--- src/rtl/spi_slave_pkg.sv ---
// Shared definitions for the SPI slave: register map, STATUS/CTRL bit
// positions, FSM state encoding and the STATUS word packing helper.
package spi_slave_pkg;

  // Wishbone word addresses
  localparam logic [1:0] ADR_DATA   = 2'd0;
  localparam logic [1:0] ADR_STATUS = 2'd1;
  localparam logic [1:0] ADR_CTRL   = 2'd2;
  localparam logic [1:0] ADR_RSVD   = 2'd3;

  // STATUS bit positions
  localparam int ST_RX_NE     = 0;
  localparam int ST_RX_FULL   = 1;
  localparam int ST_TX_EMPTY  = 2;
  localparam int ST_TX_FULL   = 3;
  localparam int ST_OVERRUN   = 4;
  localparam int ST_UNDERRUN  = 5;
  localparam int ST_ACTIVE    = 6;

  // CTRL bit positions
  localparam int CT_IE_RXNE = 0;
  localparam int CT_IE_TXE  = 1;
  localparam int CT_IE_ERR  = 2;

  // Byte shifted out when the host clocks a frame with nothing queued
  localparam logic [7:0] TX_IDLE_BYTE = 8'hFF;

  typedef enum logic {
    S_IDLE   = 1'b0,
    S_ACTIVE = 1'b1
  } spi_state_e;

  // Field order matches the STATUS bit positions (rx_ne is bit 0)
  typedef struct packed {
    logic active;
    logic underrun;
    logic overrun;
    logic tx_full;
    logic tx_empty;
    logic rx_full;
    logic rx_ne;
  } status_t;

  function automatic logic [31:0] status_word(input status_t s);
    return {25'd0, s};
  endfunction

endpackage

--- src/rtl/spi_slave_if.sv ---
// Wishbone slave bus bundle for the SPI slave register block.
interface spi_slave_if;
  logic        cyc_i;
  logic        stb_i;
  logic        we_i;
  logic [1:0]  adr_i;
  logic [3:0]  sel_i;
  logic [31:0] dat_i;
  logic [31:0] dat_o;
  logic        ack_o;

  modport slave (
    input  cyc_i, stb_i, we_i, adr_i, sel_i, dat_i,
    output dat_o, ack_o
  );

  modport master (
    output cyc_i, stb_i, we_i, adr_i, sel_i, dat_i,
    input  dat_o, ack_o
  );
endinterface

--- src/rtl/spi_slave_byte_fifo.sv ---
// Byte-wide synchronous FIFO. Simultaneous push and pop are accepted in
// any state with data in flight; a pop on an empty FIFO is ignored and a
// push on a full FIFO is only taken when a pop frees a slot in that cycle.
module byte_fifo #(
  parameter int DEPTH = 4
) (
  input  logic                     clk_i,
  input  logic                     rst_i,
  input  logic                     push_i,
  input  logic [7:0]               din_i,
  input  logic                     pop_i,
  output logic [7:0]               dout_o,
  output logic                     full_o,
  output logic                     empty_o,
  output logic [$clog2(DEPTH):0]   count_o
);

  localparam int AW = $clog2(DEPTH);
  localparam logic [AW:0] FULL_CNT = (AW+1)'(DEPTH);

  logic [7:0]    mem_q [DEPTH];
  logic [AW-1:0] wr_ptr_q, wr_ptr_d;
  logic [AW-1:0] rd_ptr_q, rd_ptr_d;
  logic [AW:0]   count_q, count_d;
  logic          do_push, do_pop;

  // Next-state for pointers and occupancy; pointers wrap modulo DEPTH
  always_comb begin
    do_pop   = pop_i & (count_q != '0);
    do_push  = push_i & ((count_q != FULL_CNT) | do_pop);
    wr_ptr_d = do_push ? wr_ptr_q + 1'b1 : wr_ptr_q;
    rd_ptr_d = do_pop  ? rd_ptr_q + 1'b1 : rd_ptr_q;
    case ({do_push, do_pop})
      2'b10:   count_d = count_q + 1'b1;
      2'b01:   count_d = count_q - 1'b1;
      default: count_d = count_q;
    endcase
  end

  // Control state registers with synchronous active-low reset
  always_ff @(posedge clk_i) begin
    if (!rst_i) begin
      wr_ptr_q <= '0;
      rd_ptr_q <= '0;
      count_q  <= '0;
    end else begin
      wr_ptr_q <= wr_ptr_d;
      rd_ptr_q <= rd_ptr_d;
      count_q  <= count_d;
    end
  end

  // Storage array; contents are don't-care while the FIFO is empty
  always_ff @(posedge clk_i) begin
    if (do_push) mem_q[wr_ptr_q] <= din_i;
  end

  assign dout_o  = mem_q[rd_ptr_q];
  assign full_o  = (count_q == FULL_CNT);
  assign empty_o = (count_q == '0);
  assign count_o = count_q;

endmodule

--- src/rtl/spi_slave.sv ---
// SPI mode-0 slave with Wishbone register interface, RX/TX byte FIFOs,
// sticky error flags and a level interrupt. SPI pins are synchronized
// into clk_i; an edge takes effect on the third clk_i edge after the pin moves.
module spi_slave
  import spi_slave_pkg::*;
#(
  parameter int FIFO_DEPTH = 4
) (
  input  logic         clk_i,
  input  logic         rst_i,
  spi_slave_if.slave   wb,
  input  logic         ss_n,
  input  logic         sclk,
  input  logic         mosi,
  output logic         miso,
  output logic         miso_oe,
  output logic         interrupt
);

  localparam int CW = $clog2(FIFO_DEPTH) + 1;

  // Synchronizers, edge detector history and post-reset arming
  logic ss_meta_q, ss_meta_d, ss_sync_q, ss_sync_d, ss_prev_q, ss_prev_d;
  logic sclk_meta_q, sclk_meta_d, sclk_sync_q, sclk_sync_d, sclk_prev_q, sclk_prev_d;
  logic mosi_meta_q, mosi_meta_d, mosi_sync_q, mosi_sync_d;
  logic [1:0] hold_q, hold_d;
  logic armed_q, armed_d;
  logic ss_fall, ss_rise, sclk_rise, sclk_fall;

  // Transfer engine state
  spi_state_e state_q, state_d;
  logic [2:0] bitcnt_q, bitcnt_d;
  logic [7:0] rx_sh_q, rx_sh_d;
  logic [7:0] tx_sh_q, tx_sh_d;
  logic       miso_q, miso_d, miso_oe_q, miso_oe_d;
  logic       tx_load, ovr_set, und_set;

  // Register block state
  logic        overrun_q, overrun_d, underrun_q, underrun_d;
  logic [2:0]  ctrl_q, ctrl_d;
  logic        ack_q, ack_d;
  logic [31:0] dat_o_q, dat_o_d;
  logic        irq_q, irq_d;
  logic        wb_req, wb_rd, wb_wr;
  status_t     status;

  // FIFO hookup
  logic          rx_push, rx_pop, rx_full, rx_empty;
  logic [7:0]    rx_din, rx_dout;
  logic [CW-1:0] rx_count;
  logic          tx_push, tx_pop, tx_full, tx_empty;
  logic [7:0]    tx_dout;
  logic [CW-1:0] tx_count;

  logic unused_bits;
  assign unused_bits = ^{wb.sel_i[3:1], wb.dat_i[31:8]};

  byte_fifo #(.DEPTH(FIFO_DEPTH)) u_rx_fifo (
    .clk_i   (clk_i),
    .rst_i   (rst_i),
    .push_i  (rx_push),
    .din_i   (rx_din),
    .pop_i   (rx_pop),
    .dout_o  (rx_dout),
    .full_o  (rx_full),
    .empty_o (rx_empty),
    .count_o (rx_count)
  );

  byte_fifo #(.DEPTH(FIFO_DEPTH)) u_tx_fifo (
    .clk_i   (clk_i),
    .rst_i   (rst_i),
    .push_i  (tx_push),
    .din_i   (wb.dat_i[7:0]),
    .pop_i   (tx_pop),
    .dout_o  (tx_dout),
    .full_o  (tx_full),
    .empty_o (tx_empty),
    .count_o (tx_count)
  );

  // Pin synchronizers and edge detection; a falling ss_n only counts once
  // ss_n has been seen high from the pin after reset, so a select held
  // low across reset cannot restart the abandoned transfer
  always_comb begin
    ss_meta_d   = ss_n;
    ss_sync_d   = ss_meta_q;
    ss_prev_d   = ss_sync_q;
    sclk_meta_d = sclk;
    sclk_sync_d = sclk_meta_q;
    sclk_prev_d = sclk_sync_q;
    mosi_meta_d = mosi;
    mosi_sync_d = mosi_meta_q;
    hold_d      = {hold_q[0], 1'b1};
    armed_d     = armed_q | (hold_q[1] & ss_sync_q);
    ss_fall     = armed_q & ss_prev_q & ~ss_sync_q;
    ss_rise     = ~ss_prev_q & ss_sync_q;
    sclk_rise   = sclk_sync_q & ~sclk_prev_q;
    sclk_fall   = ~sclk_sync_q & sclk_prev_q;
  end

  // Wishbone decode: side effects fire on the edge that raises ack
  always_comb begin
    wb_req  = wb.cyc_i & wb.stb_i & ~ack_q;
    wb_rd   = wb_req & ~wb.we_i;
    wb_wr   = wb_req & wb.we_i & wb.sel_i[0];
    rx_pop  = wb_rd & (wb.adr_i == ADR_DATA) & ~rx_empty;
    tx_push = wb_wr & (wb.adr_i == ADR_DATA);
    ack_d   = wb_req;
    ctrl_d  = (wb_wr && wb.adr_i == ADR_CTRL) ? wb.dat_i[2:0] : ctrl_q;

    status.active   = (state_q == S_ACTIVE);
    status.underrun = underrun_q;
    status.overrun  = overrun_q;
    status.tx_full  = tx_full;
    status.tx_empty = (tx_count == '0);
    status.rx_full  = rx_full;
    status.rx_ne    = (rx_count != '0);

    dat_o_d = 32'd0;
    if (wb_rd) begin
      case (wb.adr_i)
        ADR_DATA:   dat_o_d = rx_empty ? 32'd0 : {24'd0, rx_dout};
        ADR_STATUS: dat_o_d = status_word(status);
        ADR_CTRL:   dat_o_d = {29'd0, ctrl_q};
        default:    dat_o_d = 32'd0;
      endcase
    end
  end

  // Transfer engine next-state: frame start/abort, bit shifting, byte hand-off
  always_comb begin
    state_d  = state_q;
    bitcnt_d = bitcnt_q;
    rx_sh_d  = rx_sh_q;
    tx_sh_d  = tx_sh_q;
    rx_push  = 1'b0;
    rx_din   = {rx_sh_q[6:0], mosi_sync_q};
    tx_load  = 1'b0;
    tx_pop   = 1'b0;
    ovr_set  = 1'b0;
    und_set  = 1'b0;

    case (state_q)
      S_IDLE: begin
        if (ss_fall) begin
          state_d  = S_ACTIVE;
          bitcnt_d = 3'd0;
          tx_load  = 1'b1;
        end
      end
      S_ACTIVE: begin
        if (ss_rise) begin
          state_d  = S_IDLE;
          bitcnt_d = 3'd0;
        end else if (sclk_rise) begin
          rx_sh_d  = rx_din;
          bitcnt_d = bitcnt_q + 3'd1;
          if (bitcnt_q == 3'd7) begin
            rx_push = 1'b1;
            ovr_set = rx_full & ~rx_pop;
          end
        end else if (sclk_fall) begin
          // Counter back at zero on a falling edge means a byte just completed
          if (bitcnt_q == 3'd0) tx_load = 1'b1;
          else                  tx_sh_d = {tx_sh_q[6:0], 1'b0};
        end
      end
      default: state_d = S_IDLE;
    endcase

    if (tx_load) begin
      if (!tx_empty) begin
        tx_pop  = 1'b1;
        tx_sh_d = tx_dout;
      end else begin
        tx_sh_d = TX_IDLE_BYTE;
        und_set = 1'b1;
      end
    end

    // A new error event in the same cycle as a W1C keeps the flag set
    overrun_d  = ovr_set | (overrun_q & ~(wb_wr && wb.adr_i == ADR_STATUS && wb.dat_i[ST_OVERRUN]));
    underrun_d = und_set | (underrun_q & ~(wb_wr && wb.adr_i == ADR_STATUS && wb.dat_i[ST_UNDERRUN]));

    miso_oe_d = (state_d == S_ACTIVE);
    miso_d    = (state_d == S_ACTIVE) ? tx_sh_d[7] : 1'b0;

    irq_d = (status.rx_ne & ctrl_q[CT_IE_RXNE])
          | (status.tx_empty & ctrl_q[CT_IE_TXE])
          | ((overrun_q | underrun_q) & ctrl_q[CT_IE_ERR]);
  end

  // All state and registered outputs, synchronous active-low reset
  always_ff @(posedge clk_i) begin
    if (!rst_i) begin
      ss_meta_q   <= 1'b1;
      ss_sync_q   <= 1'b1;
      ss_prev_q   <= 1'b1;
      sclk_meta_q <= 1'b0;
      sclk_sync_q <= 1'b0;
      sclk_prev_q <= 1'b0;
      mosi_meta_q <= 1'b0;
      mosi_sync_q <= 1'b0;
      hold_q      <= 2'b00;
      armed_q     <= 1'b0;
      state_q     <= S_IDLE;
      bitcnt_q    <= 3'd0;
      rx_sh_q     <= 8'd0;
      tx_sh_q     <= 8'd0;
      miso_q      <= 1'b0;
      miso_oe_q   <= 1'b0;
      overrun_q   <= 1'b0;
      underrun_q  <= 1'b0;
      ctrl_q      <= 3'd0;
      ack_q       <= 1'b0;
      dat_o_q     <= 32'd0;
      irq_q       <= 1'b0;
    end else begin
      ss_meta_q   <= ss_meta_d;
      ss_sync_q   <= ss_sync_d;
      ss_prev_q   <= ss_prev_d;
      sclk_meta_q <= sclk_meta_d;
      sclk_sync_q <= sclk_sync_d;
      sclk_prev_q <= sclk_prev_d;
      mosi_meta_q <= mosi_meta_d;
      mosi_sync_q <= mosi_sync_d;
      hold_q      <= hold_d;
      armed_q     <= armed_d;
      state_q     <= state_d;
      bitcnt_q    <= bitcnt_d;
      rx_sh_q     <= rx_sh_d;
      tx_sh_q     <= tx_sh_d;
      miso_q      <= miso_d;
      miso_oe_q   <= miso_oe_d;
      overrun_q   <= overrun_d;
      underrun_q  <= underrun_d;
      ctrl_q      <= ctrl_d;
      ack_q       <= ack_d;
      dat_o_q     <= dat_o_d;
      irq_q       <= irq_d;
    end
  end

  assign wb.ack_o  = ack_q;
  assign wb.dat_o  = dat_o_q;
  assign miso      = miso_q;
  assign miso_oe   = miso_oe_q;
  assign interrupt = irq_q;

endmodule

--- src/flat_wrapper.sv ---
// flat-port wrapper written by rule: the top's interface ports become plain ports
module spi_slave_flat import spi_slave_pkg::*;
#(
  parameter int FIFO_DEPTH = 4
)
  (clk_i, rst_i, ss_n, sclk, mosi, miso, miso_oe, interrupt, wb_cyc_i, wb_stb_i, wb_we_i, wb_adr_i, wb_sel_i, wb_dat_i, wb_dat_o, wb_ack_o);
  spi_slave_if wb_i ();
  input  logic clk_i;
  input  logic rst_i;
  input  logic ss_n;
  input  logic sclk;
  input  logic mosi;
  output logic miso;
  output logic miso_oe;
  output logic interrupt;
  input wire logic [$bits(wb_i.cyc_i)-1:0] wb_cyc_i;
  input wire logic [$bits(wb_i.stb_i)-1:0] wb_stb_i;
  input wire logic [$bits(wb_i.we_i)-1:0] wb_we_i;
  input wire logic [$bits(wb_i.adr_i)-1:0] wb_adr_i;
  input wire logic [$bits(wb_i.sel_i)-1:0] wb_sel_i;
  input wire logic [$bits(wb_i.dat_i)-1:0] wb_dat_i;
  output wire logic [$bits(wb_i.dat_o)-1:0] wb_dat_o;
  output wire logic [$bits(wb_i.ack_o)-1:0] wb_ack_o;
  assign wb_i.cyc_i = wb_cyc_i;
  assign wb_i.stb_i = wb_stb_i;
  assign wb_i.we_i = wb_we_i;
  assign wb_i.adr_i = wb_adr_i;
  assign wb_i.sel_i = wb_sel_i;
  assign wb_i.dat_i = wb_dat_i;
  assign wb_dat_o = wb_i.dat_o;
  assign wb_ack_o = wb_i.ack_o;
  spi_slave #(.FIFO_DEPTH(FIFO_DEPTH)) u_core (.clk_i(clk_i), .rst_i(rst_i), .wb(wb_i), .ss_n(ss_n), .sclk(sclk), .mosi(mosi), .miso(miso), .miso_oe(miso_oe), .interrupt(interrupt));
endmodule
--- config.mk ---
export PLATFORM = sky130hd
export DESIGN_NAME = spi_slave_flat
export DESIGN_NICKNAME = d
export VERILOG_FILES = /design/src/rtl/spi_slave_pkg.sv /design/src/rtl/spi_slave_if.sv /design/src/rtl/spi_slave_byte_fifo.sv /design/src/rtl/spi_slave.sv /design/src/flat_wrapper.sv
export SDC_FILE = /design/constraint.sdc
export NUM_CORES = 1
export LEC_CHECK = 0
export BUFFER_PORTS_ARGS = -buffer_cell sky130_fd_sc_hd__buf_2
export CAP_MARGIN = 20
export CORE_ASPECT_RATIO = 1.2
export CORE_MARGIN = 4
export CORE_UTILIZATION = 30
export DETAILED_ROUTE_END_ITERATION = 7
export PLACE_DENSITY = 0.58
export SLEW_MARGIN = 10
export SYNTH_ARGS = -nofsm -noshare
export SYNTH_HDL_FRONTEND = slang
export SYNTH_HIERARCHICAL = 1
export SYNTH_SLANG_ARGS = --single-unit
--- constraint.sdc ---
create_clock -name clk_i -period 4.7 [get_ports clk_i]
set_clock_uncertainty 0.1 [all_clocks]
set_input_delay 0.705 -clock clk_i [delete_from_list [all_inputs] [get_ports clk_i]]
set_output_delay 0.705 -clock clk_i [all_outputs]
set_load 0.01 [all_outputs]
[Word level (Yosys, flattened, before mapping)]
Memories as Yosys holds them, arrays and structs flattened. A register that Yosys moved wholly into a read port is not among the register bits.
Index checks and enable logic that the tools add are counted.
Word-level totals
  memory bits (writable): 64
  register bits after elaboration: 84
  memories: 2
  bits of input ports: 46
Memories
  u_core.u_rx_fifo.mem_q: depth 4, bits a word 8, rd ports 1, clocked after memory_dff 1, wr ports 1, line spi_slave_byte_fifo.sv:21  | logic [7:0] mem_q [DEPTH];
  u_core.u_tx_fifo.mem_q: depth 4, bits a word 8, rd ports 1, clocked after memory_dff 1, wr ports 1, line spi_slave_byte_fifo.sv:21
Cells by class
  multiplexer cells: 44
  reductions and logical operators: 19
  equal/unequal tests: 16
  add/subtract/negate cells: 9
  bitwise logic cells: 44
Operator list (count)
  $pmux W32 S3: 1
  $mux W8: 8
  $and A1 B1 Y1: 24
  $mux W1: 23
  $pmux W3 S2: 3
  $not A1 Y1: 12
  $add A3 B1 Y3 const B: 3
  $eq A3 B3 Y1 const B: 3
  $logic_not A3 Y1: 3
  $mux W3: 3
  $add A2 B1 Y2 const B: 4
  $mux W2: 4
  $or A1 B1 Y1: 8
  $reduce_bool A2 Y1: 4
  $eq A2 B1 Y1 const B: 3
  $eq A2 B2 Y1 const B: 3
  $ne A3 B3 Y1 const B: 2
  $reduce_and A2 Y1: 3
  $reduce_bool A3 Y1: 2
  $sub A3 B1 Y3 const B: 2
  $reduce_and A5 Y1: 1
  $logic_and A1 B1 Y1: 4
  $ne A2 B1 Y1 const B: 2
  $ne A2 B2 Y1 const B: 2
  other kinds (4): 5

[Longest topological paths before layout]
Gate-level depths: netlist of run 1.
  depth in word-level cells: 12
  gate-level depth with buffers: 11

[Hierarchy]
Netlist of run 1, hierarchy kept.
By module, submodules not included
  spi_slave: cells an instance 225, area an instance 2064.5 um2, sequential area each 920.9 um2, times used 1
  byte_fifo (u_core.u_rx_fifo): cells an instance 102, area an instance 1706.6 um2, sequential area each 1141.1 um2, times used 1
  byte_fifo (u_core.u_tx_fifo): cells an instance 102, area an instance 1699.1 um2, sequential area each 1141.1 um2, times used 1

[Least setup slack after synthesis of run 1]
Ideal clock, no wire load.
  kind: input to register
  start: input wb_adr_i[0]
  end: register u_core.u_rx_fifo.count_q[2] (netlist: u_core/u_rx_fifo/count_o[2])
  slack: 1.706 ns
  buffers on the path: 0
  data arrival time: 2.823 ns
  library setup time: 0.072 ns
  data required time: 4.528 ns
  cell stages on the path: 8
  path through: or3_1 > nor3_1 > o31a_1 > nand2b_1 > fa_1 > nand2b_1 > o31ai_2 > mux2i_1
On the way
  cells in the longest elaborated chain, start to end: 8
Ends and longest elaborated chain
  start, declared: line flat_wrapper.sv:19  | input wire logic [$bits(wb_i.adr_i)-1:0] wb_adr_i;
  $logic_not A2 Y1 (*): line spi_slave.sv:107  | rx_pop = wb_rd & (wb.adr_i == ADR_DATA) & ~rx_empty;
  $and A1 B1 Y1 (*) (2 in series): line spi_slave.sv:107
  named net u_core.rx_pop: line spi_slave.sv:48  | logic rx_push, rx_pop, rx_full, rx_empty;
  $and A1 B1 Y1 (*): line spi_slave_byte_fifo.sv:29  | do_pop = pop_i & (count_q != '0);
  $or A1 B1 Y1: line spi_slave_byte_fifo.sv:30  | do_push = push_i & ((count_q != FULL_CNT) | do_pop);
  $and A1 B1 Y1: line spi_slave_byte_fifo.sv:30
  $eq A2 B1 Y1 / $eq A2 B2 Y1 (equally long branches): line spi_slave_byte_fifo.sv:33  | case ({do_push, do_pop})
  $pmux W3 S2 / $reduce_bool A2 Y1 (equally long branches)
  end signal, assigned: line spi_slave_byte_fifo.sv:49  | count_q <= count_d;
  end, declared: line spi_slave_byte_fifo.sv:24  | logic [AW:0] count_q, count_d;
Mark *: on every way through the listed nets, which the timed path passes. The rest lies on a longest branch.
A chain may end at the register's enable or synchronous reset.

[Worst setup path after layout of run 1]
  start: register u_core.bitcnt_q[0]
  end: register u_core.u_tx_fifo.count_q[2] (netlist: u_core/u_tx_fifo/count_o[2])
On the way
  cells in the longest elaborated chain, start to end: 12
Ends and longest elaborated chain
  start, declared: line spi_slave.sv:32  | logic [2:0] bitcnt_q, bitcnt_d;
  start signal, assigned: line spi_slave.sv:231  | bitcnt_q <= bitcnt_d;
  $logic_not A3 Y1 (*): line spi_slave.sv:165  | if (bitcnt_q == 3'd0) tx_load = 1'b1;
  $mux W1 (*): line spi_slave.sv:165
  $mux W1 (*): line spi_slave.sv:163  | end else if (sclk_fall) begin
  $mux W1 (*): line spi_slave.sv:156  | end else if (sclk_rise) begin
  $mux W1 (*): line spi_slave.sv:153  | if (ss_rise) begin
  $pmux W1 S2 (*): line spi_slave.sv:144  | case (state_q)
  $mux W1 (*): line spi_slave.sv:172  | if (tx_load) begin
  named net u_core.tx_pop: line spi_slave.sv:51  | logic tx_push, tx_pop, tx_full, tx_empty;
  $and A1 B1 Y1 (*): line spi_slave_byte_fifo.sv:29
  $or A1 B1 Y1: line spi_slave_byte_fifo.sv:30
  $and A1 B1 Y1: line spi_slave_byte_fifo.sv:30
  $eq A2 B1 Y1 / $eq A2 B2 Y1 (equally long branches): line spi_slave_byte_fifo.sv:33
  $pmux W3 S2 / $reduce_bool A2 Y1 (equally long branches)
  end signal, assigned: line spi_slave_byte_fifo.sv:49
  end, declared: line spi_slave_byte_fifo.sv:24
Marks and branches as above.

==> run_results.csv, run 1 <==
group,metric,value,unit
status,status,"finished clean",
critical_path,crit_type,"register to register",
die,rows,53,
grt,grt_max_degree,39,
die,start_util,0.309,
routing,drcViolationCount,0,
synth,synth_xor_area_frac,0.0160,
routing,firstDrtPassIters,4,
power,pwr-share-clk,0.519,
synth,synth_compound_area_frac,0.0737,
die,die-width,131,microns
clocking,clkLatencyLatePin,0.41,ns
critical_path,path_delay_family,"simple AND/OR/NAND/NOR gates",
routing,wl,10.4,mm
critical_path,slowest_stage,"nor2b_1",
grt,grt_pass1_vias,3302,
timing,rsz0062_at_grt,"false",
synth,yosysUniqueCellTypes,62,
timing,fin_crit_sh,0.690,
finish,ff_latch_area,3200,sq um
timing,finalHoldViolCount,0,
die,io_pins,82,
timing,slew_headroom,0.571,
clocking,tritoncts,"built",
critical_path,crit_buf_inv,1,
clocking,cts.sinks,128,
critical_path,cp_cell_sequence,"inv_1 -> ha_1 -> nor2b_1 -> a31oi_2 -> nor2_1 -> o31a_1 -> or2b_1 -> fa_1 -> nand2b_1 -> o31ai_1 -> mux2i_1",
placement,gp_congestion,0.760,
placement,placed_cell_area,5740,sq um
clocking,post_cts_resized,0,
die,core,17700,sq um
routing,dr.first_iter.drc_count,156,
timing,setup_viol,0,
placement,hpwl,7.41,mm
clocking,h-tree-depth,4,
critical_path,critical_path_peak_fanout,5,
critical_path,cp-start-kind,"register",
power,power_density,403,nW/um^2
power,ir_drop,0.225,mV
finish,finalNetCount,524,
synth,synth-adder-area-share,0.0325,
routing,drtAntennaViolNets,0,
timing,drv_slew,0,
synth,synth_top_family_by_area,"simple AND/OR/NAND/NOR gates",
finish,fillers,1662,
power,p_seq_frac,0.460,
clocking,cts-root-buf,"clkbuf_16",
clocking,cts_buffer_depth,2,
clocking,clkTransAtPathRegs,0.06,ns
hold_path,min_path_type,"register to register",
timing,min_period,3.24,ns
clocking,post-cts-setup-buffer-count,0,
synth,ys.flop_type,"edfxtp_1",
die,dieHeight,156,microns
synth,yosysWarningCount,6,
timing,tns,0,ns
power,leakagePower,2.25,nW
synth,async_flop_share,0,
finish,layout-drive-gt1-share,0.203,
critical_path,critPathArrivalTime,3.49,ns
placement,place.port_buffers,30,
finish,design_area,6350,sq um
synth,synth-seq-cells,128,
power,intPower,2.03,mW
timing,fmax,0.309,GHz
synth,syn_area_per_cell,12.8,sq um
grt,antenna_found_initial,2,
finish,area_delta_synth_final,16.1,%
synth,synth_area,5470,sq um
power,power_frac_comb,0.021,
power,p_sw,530,uW
die,dieArea,20500,sq um
routing,viasPerCell,4.65,
grt,grt_pass1_wl,16.7,mm
synth,synthMuxAreaShare,0.0915,
clocking,hold_buffers,0,
grt,grt-ovfl-total,0,
critical_path,slowest_delay,0.38,ns
synth,syn_inst,429,
power,swShare,0.207,
routing,via_count,3253,
clocking,numCtsBuffers,17,
finish,multi_input_area,2020,sq um
critical_path,required,4.95,ns
critical_path,worst_setup_path_end_kind,"register",
timing,tightestPinTransition,0.644,ns
synth,ys_seq_area_frac,0.586,
job,cap_violations,0,
grt,grt.total_usage,0.106,
synth,synth_edf_count,64,
routing,routedWlPerCell,14.8,microns
synth,synthSimpleGateAreaFrac,0.140,
worst register-to-register path, cell delays in order, from the launching register on:
cell,delay (ns)
dfxtp_1,0.33
inv_1,0.08
ha_1,0.14
nor2b_1,0.38
a31oi_2,0.22
nor2_1,0.37
o31a_1,0.31
or2b_1,0.26
fa_1,0.38
nand2b_1,0.15
o31ai_1,0.25
mux2i_1,0.20
worst paths after layout:
check	startpoint	to	slack (ns)	depth (start not counted)
max	u_core/bitcnt_q[0]	u_core/u_tx_fifo/count_o[2]	1.46	11
min	u_core/ss_meta_q	u_core/ss_prev_d	0.31	1
max reg2reg	u_core/bitcnt_q[0]	u_core/u_tx_fifo/count_o[2]	1.46	11
min reg2reg	u_core/ss_meta_q	u_core/ss_prev_d	0.31	1
cell usage after synthesis, drive strengths merged (4+ instances only):
library cell,instances,area share
a31oi,7,0.0091
a21oi,6,0.0055
nor2,32,0.022
dfxtp,64,0.23
xor2,6,0.0096
and2,28,0.032
nand2b,8,0.0091
nand2,26,0.018
edfxtp,64,0.35
inv,15,0.010
mux4,16,0.066
mux2i,14,0.026
nand3b,4,0.0062
ha,11,0.025
nor2b,6,0.0073
xnor2,4,0.0064
nor3,11,0.012
o21ai,19,0.018
buf,38,0.049
a22oi,7,0.0096
layout make-up:
cell class,count,share of cell area
Multi-Input combinational cell,269,0.318
Tap cell,220,0.0433
Clock inverter,15,0.0294
Sequential cell,128,0.504
Inverter,15,0.00887
Clock buffer,17,0.0670
Antenna cell,1,0.000394
Timing Repair Buffer,34,0.0284
layout by cell type (no fill, tap or decap), types with 2 or more instances in the layout:
cell type / synthesis / layout
conb_1: 1 / 24
a31oi_1: 6 / 6
o21ai_0: 4 / 4
buf_4: 25 / 4
nor2_1: 32 / 32
inv_6: 0 / 2
buf_2: 7 / 30
a32oi_1: 2 / 2
clkinvlp_4: 0 / 3
a22oi_1: 7 / 7
dfxtp_1: 64 / 64
inv_1: 14 / 14
clkbuf_16: 0 / 17
clkinv_4: 0 / 4
a21oi_1: 6 / 6
nand2b_1: 8 / 8
nor4b_2: 2 / 2
nor2b_1: 5 / 5
nor4_1: 2 / 2
edfxtp_1: 64 / 64
nand2_1: 26 / 26
o31a_1: 2 / 2
fa_1: 2 / 2
xor2_1: 6 / 6
a211oi_1: 2 / 2
bufinv_16: 0 / 3
and2_1: 28 / 28
ha_1: 11 / 11
and3_1: 2 / 2
o21ai_1: 14 / 14
mux2i_1: 14 / 14
clkinv_2: 0 / 2
o21a_1: 3 / 3
o22ai_1: 2 / 2
xnor2_1: 4 / 4
nand3b_1: 3 / 3
mux4_2: 16 / 16
nor3_1: 10 / 10
metal layers:
metal / global-route usage / part of all wire / vias up
li1: - / - / 1573
met1: 0.120 / 0.43 / 1584
met2: 0.182 / 0.50 / 77
met3: 0.0416 / 0.054 / 17
met4: 0.0385 / 0.013 / 2
met5: 0 / 0.00068 / -
state kept, by name, summed over array words and instances (netlist names), 2 cells and up, named ones only:
name and cells:
u_core/u_tx_fifo/mem_q 32, u_core/u_rx_fifo/count_o 3, u_core/tx_sh_q 8, u_core/ctrl_q 3
u_core/u_rx_fifo/rd_ptr_q 2, u_core/rx_sh_q 7, u_core/hold_q 2, u_core/u_tx_fifo/rd_ptr_q 2
u_core/wb.dat_o 8, u_core/bitcnt_q 3, u_core/u_rx_fifo/mem_q 32, u_core/u_tx_fifo/count_o 3
u_core/u_tx_fifo/wr_ptr_q 2, u_core/u_rx_fifo/wr_ptr_q 2
cells by family (layout without fill, tap and decap cells):
group / count (synthesis) / after routing
other: 1 / 25
xor gates and xnor gates: 10 / 10
adders and majority gates: 13 / 13
muxes: 30 / 30
DFF: 128 / 128
AOI/OAI and AO/OA: 58 / 58
and+or+nand+nor: 134 / 134
buffers and inverters: 55 / 81
power by group through the flow:
stage	Sequential (mW)	Combinational [mW]	Clock, mW
after floorplan	1.20	0.0463	0
after global placement	1.20	0.0527	0
after detailed placement	1.20	0.0538	0
after CTS	1.18	0.0540	1.35
after global routing	1.18	0.0597	1.41
final	1.18	0.0538	1.33
metrics by stage:
stage / setup slack [ns] / total power [mW] / hold WS (ns) / instances / utilization
2_1_floorplan: 1.71 / 1.25 / 0.286 / 452 / -
3_3_place_gp: 1.57 / 1.25 / 0.294 / 666 / 0.324
3_5_place_dp: 1.45 / 1.26 / 0.298 / 666 / 0.324
4_1_cts: 1.43 / 2.58 / 0.310 / 698 / 0.359
5_1_grt: 1.22 / 2.65 / 0.343 / 699 / 0.359
6_report: 1.46 / 2.56 / 0.305 / 699 / 0.359
Power figures use the tool's default switching activity.
==> run 2, diff against run 1 <==
--- a/config.mk
+++ b/config.mk
@@ -11,7 +11,7 @@
 export CORE_MARGIN = 4
 export CORE_UTILIZATION = 30
 export DETAILED_ROUTE_END_ITERATION = 7
-export PLACE_DENSITY = 0.58
+export PLACE_DENSITY = 0.6
 export SLEW_MARGIN = 10
 export SYNTH_ARGS = -nofsm -noshare
 export SYNTH_HDL_FRONTEND = slang
==> constraint.sdc (replaced) <==
create_clock -name clk_i -period 2.6 [get_ports clk_i]
set_clock_uncertainty 0.1 [all_clocks]
set_input_delay 0.39 -clock clk_i [delete_from_list [all_inputs] [get_ports clk_i]]
set_output_delay 0.39 -clock clk_i [all_outputs]
set_load 0.01 [all_outputs]
==> run_results.csv, run 2 (synthesis results as in run 1) <==
group,metric,value,unit
finish,fillers,1702,
clocking,clkLatencyLatePin,0.41,ns
clocking,numCtsBuffers,17,
routing,routedWlPerCell,15.2,microns
timing,fin_crit_sh,0.943,
die,dieArea,20500,sq um
die,dieHeight,156,microns
routing,firstDrtPassIters,4,
clocking,clkTransAtPathRegs,0.05,ns
timing,drv_slew,0,
routing,wl,11.0,mm
power,ir_drop,0.406,mV
die,io_pins,82,
placement,gp_congestion,0.789,
placement,place.port_buffers,30,
critical_path,cp-start-kind,"register",
routing,m1WireLength,4.38,mm
finish,ff_latch_area,3200,sq um
routing,via_count,3345,
grt,grt_pass1_vias,3440,
finish,finalNetCount,545,
timing,finalHoldViolCount,0,
hold_path,min_path_type,"input port to register",
clocking,tritoncts,"built",
routing,dr.first_iter.drc_count,173,
power,finalPower,4.37,mW
critical_path,worst_setup_path_end_kind,"register",
routing,top_layer,"met4",
die,core,17700,sq um
timing,fmax,0.408,GHz
job,cap_violations,0,
routing,viasPerCell,4.65,
finish,layout-drive-gt1-share,0.228,
grt,grt-ovfl-total,0,
clocking,cts_buffer_depth,2,
status,status,"finished clean",
grt,grt.total_usage,0.112,
timing,tightestPinTransition,0.579,ns
timing,rsz0062_at_grt,"false",
finish,area_delta_synth_final,18.1,%
routing,drtAntennaViolNets,0,
power,power_density,676,nW/um^2
critical_path,required,2.60,ns
finish,reg_top3,"u_core/u_rx_fifo/mem_q (32), u_core/u_tx_fifo/mem_q (32)",
clocking,cts-root-buf,"clkbuf_16",
routing,wl_met2,5.90,mm
timing,slew_headroom,0.613,
placement,hpwl,7.95,mm
clocking,cts.sinks,128,
die,rows,53,
finish,antenna_cells,0,
timing,min_period,2.45,ns
grt,antenna_found_initial,0,
critical_path,critical_path_peak_fanout,8,
clocking,h-tree-depth,4,
grt,grt_pass1_wl,17.5,mm
finish,utilization,0.365,
finish,multi_input_area,2050,sq um
die,start_util,0.309,
grt,grt_max_degree,38,
critical_path,crit_type,"register to register",
clocking,hold_buffers,0,
die,die-width,131,microns
timing,setup_viol,0,
critical_path,critPathArrivalTime,2.45,ns
finish,most-common-layout-cells,"64 x dfxtp_1, 64 x edfxtp_1, 31 x nor2_1, 30 x buf_2, 28 x and2_1",
power,leakagePower,2.34,nW
routing,dr_wl_met3,456,microns
routing,drcViolationCount,0,
-- run 2: metrics by stage --
stage          area [sq um]  hold WS [ns]  TNS (ns)  worst slack (ns)  instances
2_1_floorplan          5580         0.286  -0.00242          -0.00242        452
3_3_place_gp           5910         0.293         0            0.0746        686
3_5_place_dp           5910         0.292         0            0.0561        686
4_1_cts                6450        0.0442         0            0.0333        718
5_1_grt                6460        0.0415         0            0.0204        719
6_report               6460        0.0625         0             0.148        719
-- run 2: metal layers --
metal | vias up | track usage
li1 | 1611 | -
met3 | 20 | 0.0381
met5 | - | 0
met1 | 1634 | 0.117
met4 | 0 | 0.0465
met2 | 80 | 0.206
-- run 2: final cells by class --
class	count	share of cell area
sequential	128	0.496
clock inverter	7	0.00969
inverter	15	0.00872
timing repair buffer	55	0.0523
tap	220	0.0426
multi-input combinational	269	0.317
clock buffer	25	0.0736
-- run 2: final timing paths --
path                      startpoint                           end  slack (ns)  cells after the start
hold / removal                  ss_n              u_core/ss_meta_q        0.06                      2
hold reg to reg     u_core/ss_meta_q              u_core/ss_prev_d        0.30                      1
setup reg to reg  u_core/bitcnt_q[0]  u_core/u_tx_fifo/mem_q[3][1]        0.15                      9
setup / recovery  u_core/bitcnt_q[0]  u_core/u_tx_fifo/mem_q[3][1]        0.15                      9
-- run 2: critical path, stage by stage, from the launching register on --
cell	delay, ns
dfxtp_1	0.36
inv_1	0.07
ha_1	0.19
nor2b_4	0.13
a31oi_2	0.21
nor2_2	0.06
buf_4	0.16
nor4b_2	0.29
and2b_4	0.27
and2_1	0.30
-- run 2: power by group --
| group | switching (mW) | leakage [nW] | internal [mW] |
|---|---|---|---|
| Clock | 0.775 | 0.256 | 1.35 |
| Sequential | 0.00827 | 1.10 | 2.12 |
| Combinational | 0.0712 | 0.981 | 0.0343 |
-- run 2: timing repair --
| item | CTS | global route |
|---|---|---|
| endpoints found under the hold margin | 0 | 0 |
| endpoints found under the setup margin | 0 | 10 |
| buffers inserted | 0 | 1 |
| resized for setup | 0 | 0 |
==> run 3, diff against run 2 <==
--- a/config.mk
+++ b/config.mk
@@ -9,9 +9,9 @@
 export CAP_MARGIN = 20
 export CORE_ASPECT_RATIO = 1.2
 export CORE_MARGIN = 4
-export CORE_UTILIZATION = 30
+export CORE_UTILIZATION = 51
 export DETAILED_ROUTE_END_ITERATION = 7
-export PLACE_DENSITY = 0.6
+export PLACE_DENSITY = 0.86
 export SLEW_MARGIN = 10
 export SYNTH_ARGS = -nofsm -noshare
 export SYNTH_HDL_FRONTEND = slang
==> run_results.csv, run 3 (synthesis results as in run 1) <==
group,metric,value,unit
critical_path,worst_setup_path_end_kind,"register",
hold_path,min_path_type,"input port to register",
critical_path,cp-start-kind,"register",
timing,setup_viol,0,
die,die-width,103,microns
timing,slew_headroom,0.627,
finish,layout-drive-gt1-share,0.268,
grt,antenna_found_initial,0,
power,ir_drop,0.412,mV
power,swShare,0.221,
timing,finalHoldViolCount,0,
placement,dp_slack,0.0277,ns
hold_path,hp-start,"ss_n",
power,power_density,675,nW/um^2
routing,viasPerCell,5.50,
critical_path,cp-startpoint,"u_core/bitcnt_q[0]",
clocking,hold_buffers,0,
clocking,cts.sinks,128,
finish,antenna_cells,0,
hold_path,hold_depth,2,
routing,routedWlPerCell,17.1,microns
power,p_sw,961,uW
finish,multi_input_area,2090,sq um
timing,fmax,0.400,GHz
grt,grt-ovfl-total,0,
finish,area_delta_synth_final,17.7,%
finish,utilization,0.612,
routing,drtAntennaViolNets,0,
finish,final_common_cell,"edfxtp_1",
routing,firstDrtPassIters,5,
power,leakagePower,2.37,nW
power,p_seq_frac,0.491,
routing,via_count,3460,
power,pwr-share-clk,0.485,
grt,grt.total_usage,0.187,
clocking,numCtsBuffers,17,
job,cap_violations,0,
timing,setup_ws,0.103,ns
routing,wl,10.8,mm
timing,fin_crit_sh,0.961,
critical_path,r2r-start,"u_core/bitcnt_q[0]",
finish,design_area,6440,sq um
routing,dr.first_iter.drc_count,261,
critical_path,regToRegEndpoint,"u_core/u_tx_fifo/count_o[2]",
critical_path,critPathArrivalTime,2.73,ns
die,start_util,0.520,
clocking,clkLatencyLatePin,0.41,ns
status,status,"finished clean",
die,io_pins,82,
grt,grt_pass1_wl,17.3,mm
finish,most-common-layout-cells,"64 x edfxtp_1, 60 x dfxtp_1, 31 x nor2_1, 30 x buf_2, 28 x and2_1",
die,rows,41,
hold_path,hold_path_end,"u_core/ss_meta_q",
finish,ff_latch_area,3210,sq um
power,power_frac_comb,0.024,
critical_path,r2r_slack,0.10,ns
timing,drv_slew,0,
clocking,cts_buffer_depth,2,
critical_path,crit_type,"register to register",
grt,grt_pass1_vias,3481,
grt,grt_max_degree,38,
placement,place.port_buffers,30,
die,dieArea,12500,sq um
timing,min_period,2.50,ns
clocking,cts-root-buf,"clkbuf_16",
die,dieHeight,121,microns
clocking,tritoncts,"built",
placement,placed_cell_area,5830,sq um
placement,gp_congestion,0.848,
timing,tightestPinTransition,0.559,ns
critical_path,required,2.84,ns
placement,hpwl,7.45,mm
routing,drcViolationCount,0,
die,core,10500,sq um
finish,reg_top3,"u_core/u_rx_fifo/mem_q (32), u_core/u_tx_fifo/mem_q (32)",
clocking,clkTransAtPathRegs,0.06,ns
timing,tns,0,ns
finish,finalNetCount,546,
critical_path,reg2reg_depth,11,
power,intPower,3.38,mW
finish,fillers,731,
critical_path,critical_path_peak_fanout,3,
clocking,h-tree-depth,4,
timing,holdWs,0.0562,ns
run 3: cell types whose count changed in the layout (fill, tap and decap cells not counted), moves of 3 or more:
| cell | previous run | this run |
|---|---|---|
| clkbuf_1 | 6 | 1 |
| dfxtp_2 | 0 | 4 |
| inv_6 | 0 | 3 |
| dfxtp_1 | 64 | 60 |
| buf_12 | 0 | 3 |
| clkinv_4 | 0 | 5 |
run 3: power by group through the flow:
stage / Sequential, mW / Clock, mW / Combinational, mW
after floorplan: 2.17 / 0 / 0.0843
after global placement: 2.17 / 0 / 0.0996
after detailed placement: 2.17 / 0 / 0.102
after CTS: 2.13 / 2.14 / 0.104
after global routing: 2.13 / 2.24 / 0.117
final: 2.13 / 2.11 / 0.106
run 3: critical path: stages (launching register included):
cell and delay [ns]:
dfxtp_2 0.33, inv_2 0.05, ha_2 0.16, nor2b_4 0.17, a31oi_4 0.11, nor2_2 0.13, o31a_1 0.17, or2b_1 0.26
fa_2 0.38, nand2b_4 0.15, o31ai_4 0.24, mux2i_1 0.19
run 3: worst max path at each step:
stage	endpoint	slack [ns]	depth (start not counted)
after global placement	u_core/u_tx_fifo/count_o[2]	0.09	11
final	u_core/u_tx_fifo/count_o[2]	0.10	11
after detailed placement	u_core/u_tx_fifo/count_o[2]	0.03	11
after floorplan	u_core/u_tx_fifo/count_o[2]	-0.002	11
after global routing	u_core/u_tx_fifo/count_o[2]	-0.005	11
after CTS	u_core/u_tx_fifo/count_o[2]	0.06	11
run 3: cell type report:
cell class                      instances  share of cell area
Sequential cell                       128               0.498
Multi-Input combinational cell        269               0.325
Clock buffer                           18              0.0667
Timing Repair Buffer                   56              0.0595
Tap cell                              129              0.0251
Clock inverter                         14              0.0171
Inverter                               15             0.00874
run 3: metrics by stage:
stage / power, mW / cells
after floorplan: 2.26 / 452
after global placement: 2.27 / 594
after detailed placement: 2.28 / 594
after CTS: 4.37 / 627
after global routing: 4.49 / 629
final: 4.34 / 629
run 3: timing repair:
action	CTS	global route
gates resized for setup	0	15
setup endpoints to repair	1	12
pin swaps	0	5
setup buffers	1	2
run 3: metal layers:
metal	share of wire	GRT usage
met5	0	0
met4	0.017	0.0640
met3	0.055	0.0546
met2	0.54	0.332
met1	0.38	0.211
